File: src/rtl/alu_exec_unit_pkg.sv
// rtl/alu_exec_unit_pkg.sv - shared ALU operation codes, control codes and PC step
package alu_exec_unit_pkg;

    localparam logic [5:0] FUNCT_ADD  = 6'h20;
    localparam logic [5:0] FUNCT_ADDU = 6'h21;
    localparam logic [5:0] FUNCT_SUB  = 6'h22;
    localparam logic [5:0] FUNCT_SUBU = 6'h23;
    localparam logic [5:0] FUNCT_AND  = 6'h24;
    localparam logic [5:0] FUNCT_OR   = 6'h25;
    localparam logic [5:0] FUNCT_XOR  = 6'h26;
    localparam logic [5:0] FUNCT_NOR  = 6'h27;
    localparam logic [5:0] FUNCT_SLT  = 6'h2A;
    localparam logic [5:0] FUNCT_SLTU = 6'h2B;

    localparam logic [3:0] ALU_AND  = 4'b0000;
    localparam logic [3:0] ALU_OR   = 4'b0001;
    localparam logic [3:0] ALU_ADD  = 4'b0010;
    localparam logic [3:0] ALU_XOR  = 4'b0011;
    localparam logic [3:0] ALU_SUB  = 4'b0110;
    localparam logic [3:0] ALU_SLT  = 4'b0111;
    localparam logic [3:0] ALU_SLTU = 4'b1000;
    localparam logic [3:0] ALU_NOR  = 4'b1100;

    localparam int unsigned PC_STEP = 4;

endpackage

File: src/rtl/alu_core.sv
// rtl/alu_core.sv - combinational ALU with zero, signed-overflow and carry flags
module alu_core
    import alu_exec_unit_pkg::*;
#(
    parameter int WIDTH = 32
) (
    input  logic [3:0]       alu_ctl,
    input  logic [WIDTH-1:0] a,
    input  logic [WIDTH-1:0] b,
    input  logic             cin,
    output logic [WIDTH-1:0] res,
    output logic             zero,
    output logic             ovf,
    output logic             cout
);

    logic [WIDTH:0] sum_add;
    logic [WIDTH:0] sum_sub;
    logic           signed_lt;

    assign sum_add = {1'b0, a} + {1'b0, b} + {{WIDTH{1'b0}}, cin};
    assign sum_sub = {1'b0, a} + {1'b0, ~b} + {{WIDTH{1'b0}}, 1'b1};

    // Differing signs decide directly, so an overflowing a-b never corrupts SLT.
    assign signed_lt = (a[WIDTH-1] != b[WIDTH-1]) ? a[WIDTH-1] : sum_sub[WIDTH-1];

    always_comb begin
        res  = '0;
        ovf  = 1'b0;
        cout = 1'b0;
        case (alu_ctl)
            ALU_ADD: begin
                res  = sum_add[WIDTH-1:0];
                cout = sum_add[WIDTH];
                ovf  = (a[WIDTH-1] == b[WIDTH-1]) && (sum_add[WIDTH-1] != a[WIDTH-1]);
            end
            ALU_SUB: begin
                res  = sum_sub[WIDTH-1:0];
                cout = sum_sub[WIDTH];
                ovf  = (a[WIDTH-1] != b[WIDTH-1]) && (sum_sub[WIDTH-1] != a[WIDTH-1]);
            end
            ALU_AND:  res = a & b;
            ALU_OR:   res = a | b;
            ALU_XOR:  res = a ^ b;
            ALU_NOR:  res = ~(a | b);
            ALU_SLT:  res = {{(WIDTH-1){1'b0}}, signed_lt};
            ALU_SLTU: res = {{(WIDTH-1){1'b0}}, ~sum_sub[WIDTH]};
            default: begin
                res  = '0;
                ovf  = 1'b0;
                cout = 1'b0;
            end
        endcase
    end

    assign zero = ~|res;

endmodule

File: src/rtl/alu_ctl_decode.sv
// rtl/alu_ctl_decode.sv - maps funct-style alu_op to the 4-bit ALU control code
module alu_ctl_decode
    import alu_exec_unit_pkg::*;
(
    input  logic [5:0] alu_op,
    output logic [3:0] alu_ctl
);

    // Unlisted ops fall back to ADD so lw/sw address generation needs no special code.
    always_comb begin
        alu_ctl = ALU_ADD;
        case (alu_op)
            FUNCT_ADD, FUNCT_ADDU: alu_ctl = ALU_ADD;
            FUNCT_SUB, FUNCT_SUBU: alu_ctl = ALU_SUB;
            FUNCT_AND:             alu_ctl = ALU_AND;
            FUNCT_OR:              alu_ctl = ALU_OR;
            FUNCT_XOR:             alu_ctl = ALU_XOR;
            FUNCT_NOR:             alu_ctl = ALU_NOR;
            FUNCT_SLT:             alu_ctl = ALU_SLT;
            FUNCT_SLTU:            alu_ctl = ALU_SLTU;
            default:               alu_ctl = ALU_ADD;
        endcase
    end

endmodule

File: src/rtl/word_adder.sv
// rtl/word_adder.sv - modulo 2^WIDTH adder with no carry output
module word_adder #(
    parameter int WIDTH = 32
) (
    input  logic [WIDTH-1:0] x,
    input  logic [WIDTH-1:0] y,
    output logic [WIDTH-1:0] sum
);

    assign sum = x + y;

endmodule

File: src/rtl/alu_exec_unit.sv
// rtl/alu_exec_unit.sv - execute stage: ALU decode/evaluate, PC adders, debug result register
module alu_exec_unit #(
    parameter int          WIDTH   = 32,
    parameter int unsigned PC_STEP = alu_exec_unit_pkg::PC_STEP
) (
    input  logic             clk,
    input  logic             reset,
    input  logic [5:0]       alu_op,
    input  logic [WIDTH-1:0] a,
    input  logic [WIDTH-1:0] b,
    input  logic             cin,
    input  logic [WIDTH-1:0] pc,
    input  logic [WIDTH-1:0] br_offset,
    output logic [3:0]       alu_ctl,
    output logic [WIDTH-1:0] alu_res,
    output logic             zero,
    output logic             ovf,
    output logic             cout,
    output logic [WIDTH-1:0] pc_plus4,
    output logic [WIDTH-1:0] br_target,
    output logic [WIDTH-1:0] res_q,
    output logic [2:0]       flags_q
);

    localparam logic [WIDTH-1:0] STEP = WIDTH'(PC_STEP);

    alu_ctl_decode u_decode (
        .alu_op  (alu_op),
        .alu_ctl (alu_ctl)
    );

    alu_core #(.WIDTH(WIDTH)) u_alu (
        .alu_ctl (alu_ctl),
        .a       (a),
        .b       (b),
        .cin     (cin),
        .res     (alu_res),
        .zero    (zero),
        .ovf     (ovf),
        .cout    (cout)
    );

    word_adder #(.WIDTH(WIDTH)) u_pc_add (
        .x   (pc),
        .y   (STEP),
        .sum (pc_plus4)
    );

    word_adder #(.WIDTH(WIDTH)) u_br_add (
        .x   (pc_plus4),
        .y   (br_offset),
        .sum (br_target)
    );

    always_ff @(posedge clk or posedge reset) begin
        if (reset) begin
            res_q   <= '0;
            flags_q <= 3'b000;
        end else begin
            res_q   <= alu_res;
            flags_q <= {zero, ovf, cout};
        end
    end

endmodule

File: config.mk
export PLATFORM = sky130hd
export DESIGN_NAME = alu_exec_unit
export DESIGN_NICKNAME = d
export VERILOG_FILES = /design/src/rtl/alu_exec_unit_pkg.sv /design/src/rtl/alu_core.sv /design/src/rtl/alu_ctl_decode.sv /design/src/rtl/word_adder.sv /design/src/rtl/alu_exec_unit.sv
export SDC_FILE = /design/constraint.sdc
export NUM_CORES = 1
export LEC_CHECK = 0
export CORE_MARGIN = 2
export CORE_UTILIZATION = 50
export DETAILED_ROUTE_END_ITERATION = 16
export PLACE_DENSITY = 0.84
export SLEW_MARGIN = 5
export SYNTH_ARGS = -nofsm -noshare
export SYNTH_HDL_FRONTEND = slang
export SYNTH_SLANG_ARGS = --single-unit
File: constraint.sdc
create_clock -name clk -period 9.02 [get_ports clk]
set_clock_uncertainty 0.05 [all_clocks]
set_input_delay 1.804 -clock clk [delete_from_list [all_inputs] [get_ports clk]]
set_output_delay 1.804 -clock clk [all_outputs]
set_load 0.005 [all_outputs]
==> metrics <==
worst vdd ir ~0.000090 V; global placement routability congestion around 1.0; pre-CTS WS -0.00304 ns; ys async rst share 100%; Final Instance Area 12,500 sq um; Critical Path AT around 7.0 ns; Slew headroom 52.7%; kind of start point of the critical path primary input; number of flops mapped to enable cells by yosys 0; Synth area leader ha_1; setup TNS 0 ns; placed cell count 1,724; hold crit path type primary input to asynchronous set/reset pin; Clock transition at path regs roughly 0.08 ns; Slew Limit Fails 0; die width around 140 um; Mapped Avg Cell Area about 7.3 sq um; maxcap violations 0; TritonCTS clock tree built; synthesized flop and latch total 35; vias in the first global route 10,500; clock period minus worst slack 8.84 ns; initial antenna violation count 0; CORE AREA 17,900 sq um; worst-margin pin slew just over 0.7 ns; top cell type's share of synthesized area 19.7%; Die Height about 140 um; H-tree levels 2; Syn Nets about 1,500; Initial DRC Count ~1,200; run status finished clean; post-synthesis cell area just over 9000 sq um; Crit Path Max Fanout 3; clk buf depth 2; power per cell area approximately 100 nW/um^2; Inserted Clock Buffers 5; Ports ~280; Nets 1,790; Final period util 98.0%; worst hold slack about 1.9 ns; # setup viols final 0; DR WL/cell around 20 um; number of I/O port buffers ~270; Post-DP HPWL 27,100 um; DP Area about 12,000 sq um; total wire length about 34,000 um; Worst EP required 7.17 ns; post-synthesis sequential area ratio 9.62%; drt via density 6.28; post-route insts no fill between 1,500 and 2,000; GRT overflow 0; Main synth FF type dfrtp_1; synthesized instance count between 1,000 and 1,500; post-layout util a little over two thirds; leading cell types by count after synthesis ha_1 (143), inv_1 (115), nor2_1 (104); Root Buffer clkbuf_16; hold_buf cts 0; Leak 5.59 nW; CP Capture Point zero; Yosys cell types just under 90; share of cells above drive strength 1 6.84%; Post-DRT Antenna Nets 0; Ys Warns 0; Crit. Startpoint b[13]; Vias 10,900; worst setup path category primary input to output pin; FP Rows 49; Ant. Diodes 0; Area Growth Syn to Fin 37.0%; CP endpoint kind output pin; DR DRC count 0; most common cell in the netlist ha_1; full die area just under 20,000 sq um; Fin. Hold Viols 0; Total GRT Usage between 30% and 40%; total power between 1 and 1.5 mW; Initial Util about half; most area-consuming cells after synthesis ha_1 (20%), dfrtp_1 (9.6%), a21oi_1 (5.5%); DRT Pass-1 Iters 8; largest net degree at the start of global routing 36; first-pass GRT wire length approximately 53,000 um; FMAX 113 MHz; CTS Sinks 35; crit path setup slack, layout between 0.15 and 0.2 ns; Fill cells 1,478
-- power breakdown --
part / switching (mW) / internal [mW]
clock network: 0.0818 / 0.131
logic: 0.436 / 0.438
registers: 0.00699 / 0.185
total: 0.525 / 0.753
-- cell usage in the layout, fill, tap and decap left out, types with 14 or more instances in the layout --
cell type / netlist / routed
clkdlybuf4s50_1: 0 / 266
ha_1: 143 / 142
inv_1: 115 / 114
nor2_1: 104 / 103
a21oi_1: 100 / 100
o21ai_0: 74 / 73
nand2_1: 71 / 71
xnor2_1: 54 / 54
buf_4: 3 / 49
dfrtp_1: 35 / 35
xor2_1: 34 / 34
nand3_1: 27 / 27
a21o_1: 27 / 27
nor3_1: 25 / 25
a211oi_1: 23 / 23
and3_1: 17 / 17
nor2b_1: 17 / 17
o211ai_1: 15 / 15
nor4_1: 16 / 15
a31oi_1: 15 / 15
o21a_1: 14 / 14
-- worst min-delay path by stage --
stage	slack (ns)	endpoint	from
after floorplan	1.91	flags_q[0]	reset
after global placement	2.20	res_q[10]	reset
after detailed placement	2.20	res_q[13]	reset
after CTS	1.89	res_q[15]	reset
after global routing	1.95	res_q[15]	reset
final	1.88	res_q[15]	reset
-- area by class of cell --
cell class              count  area [sq um]  area share [%]
clock buffers               5           125            1.00
clock inverters             3          43.8           0.351
inverters                 115           432            3.46
multi-input cells        1025          7590            60.8
flip-flops and latches     35           876            7.02
well taps                 229           287            2.30
repair buffers            323          3120            25.0
-- cells by family after synthesis --
family                   Yosys count  share of synthesized area (%)
adder cells (fa/ha/maj)          148                           20.8
buffers and inverters            180                           7.76
multiplexers                      12                           1.39
AND/OR/NAND/NOR                  356                           20.2
AO/OA/AOI/OAI                    421                           31.8
XOR/XNOR                          88                           8.47
flip-flops                        35                           9.62
-- worst max-delay path, cell delays in order --
cell	delay (ns)
clkdlybuf4s50_1	0.52
inv_2	0.08
ha_4	0.22
or3_4	0.38
or3_4	0.35
a211o_1	0.35
a311oi_2	0.39
a22o_1	0.24
a211oi_1	0.10
o21ai_1	0.15
a21oi_1	0.09
o31ai_2	0.28
fa_2	0.51
a32o_1	0.24
a211o_1	0.34
nor4b_2	0.22
and4bb_1	0.23
clkdlybuf4s50_1	0.50
-- routing by layer --
layer  global-route usage (%)  part of all wire [%]  vias up
li1                         -                     -     5056
met1                     39.5                    38     5012
met2                     58.8                    47      681
met3                     7.11                   9.9      153
met4                     12.8                   4.5        0
met5                        0                     0        -
-- sequential cells by signal (all words and copies together), names as in the netlist --
signal,cells
flags_q,3
res_q,32
-- repair_timing --
action	in CTS	in global routing
gates cloned	0	0
setup endpoints to repair	1	1
setup buffers	0	3
gates resized for setup	1	18
pin swaps	0	8
No activity file was read; power rests on OpenSTA's default activity.
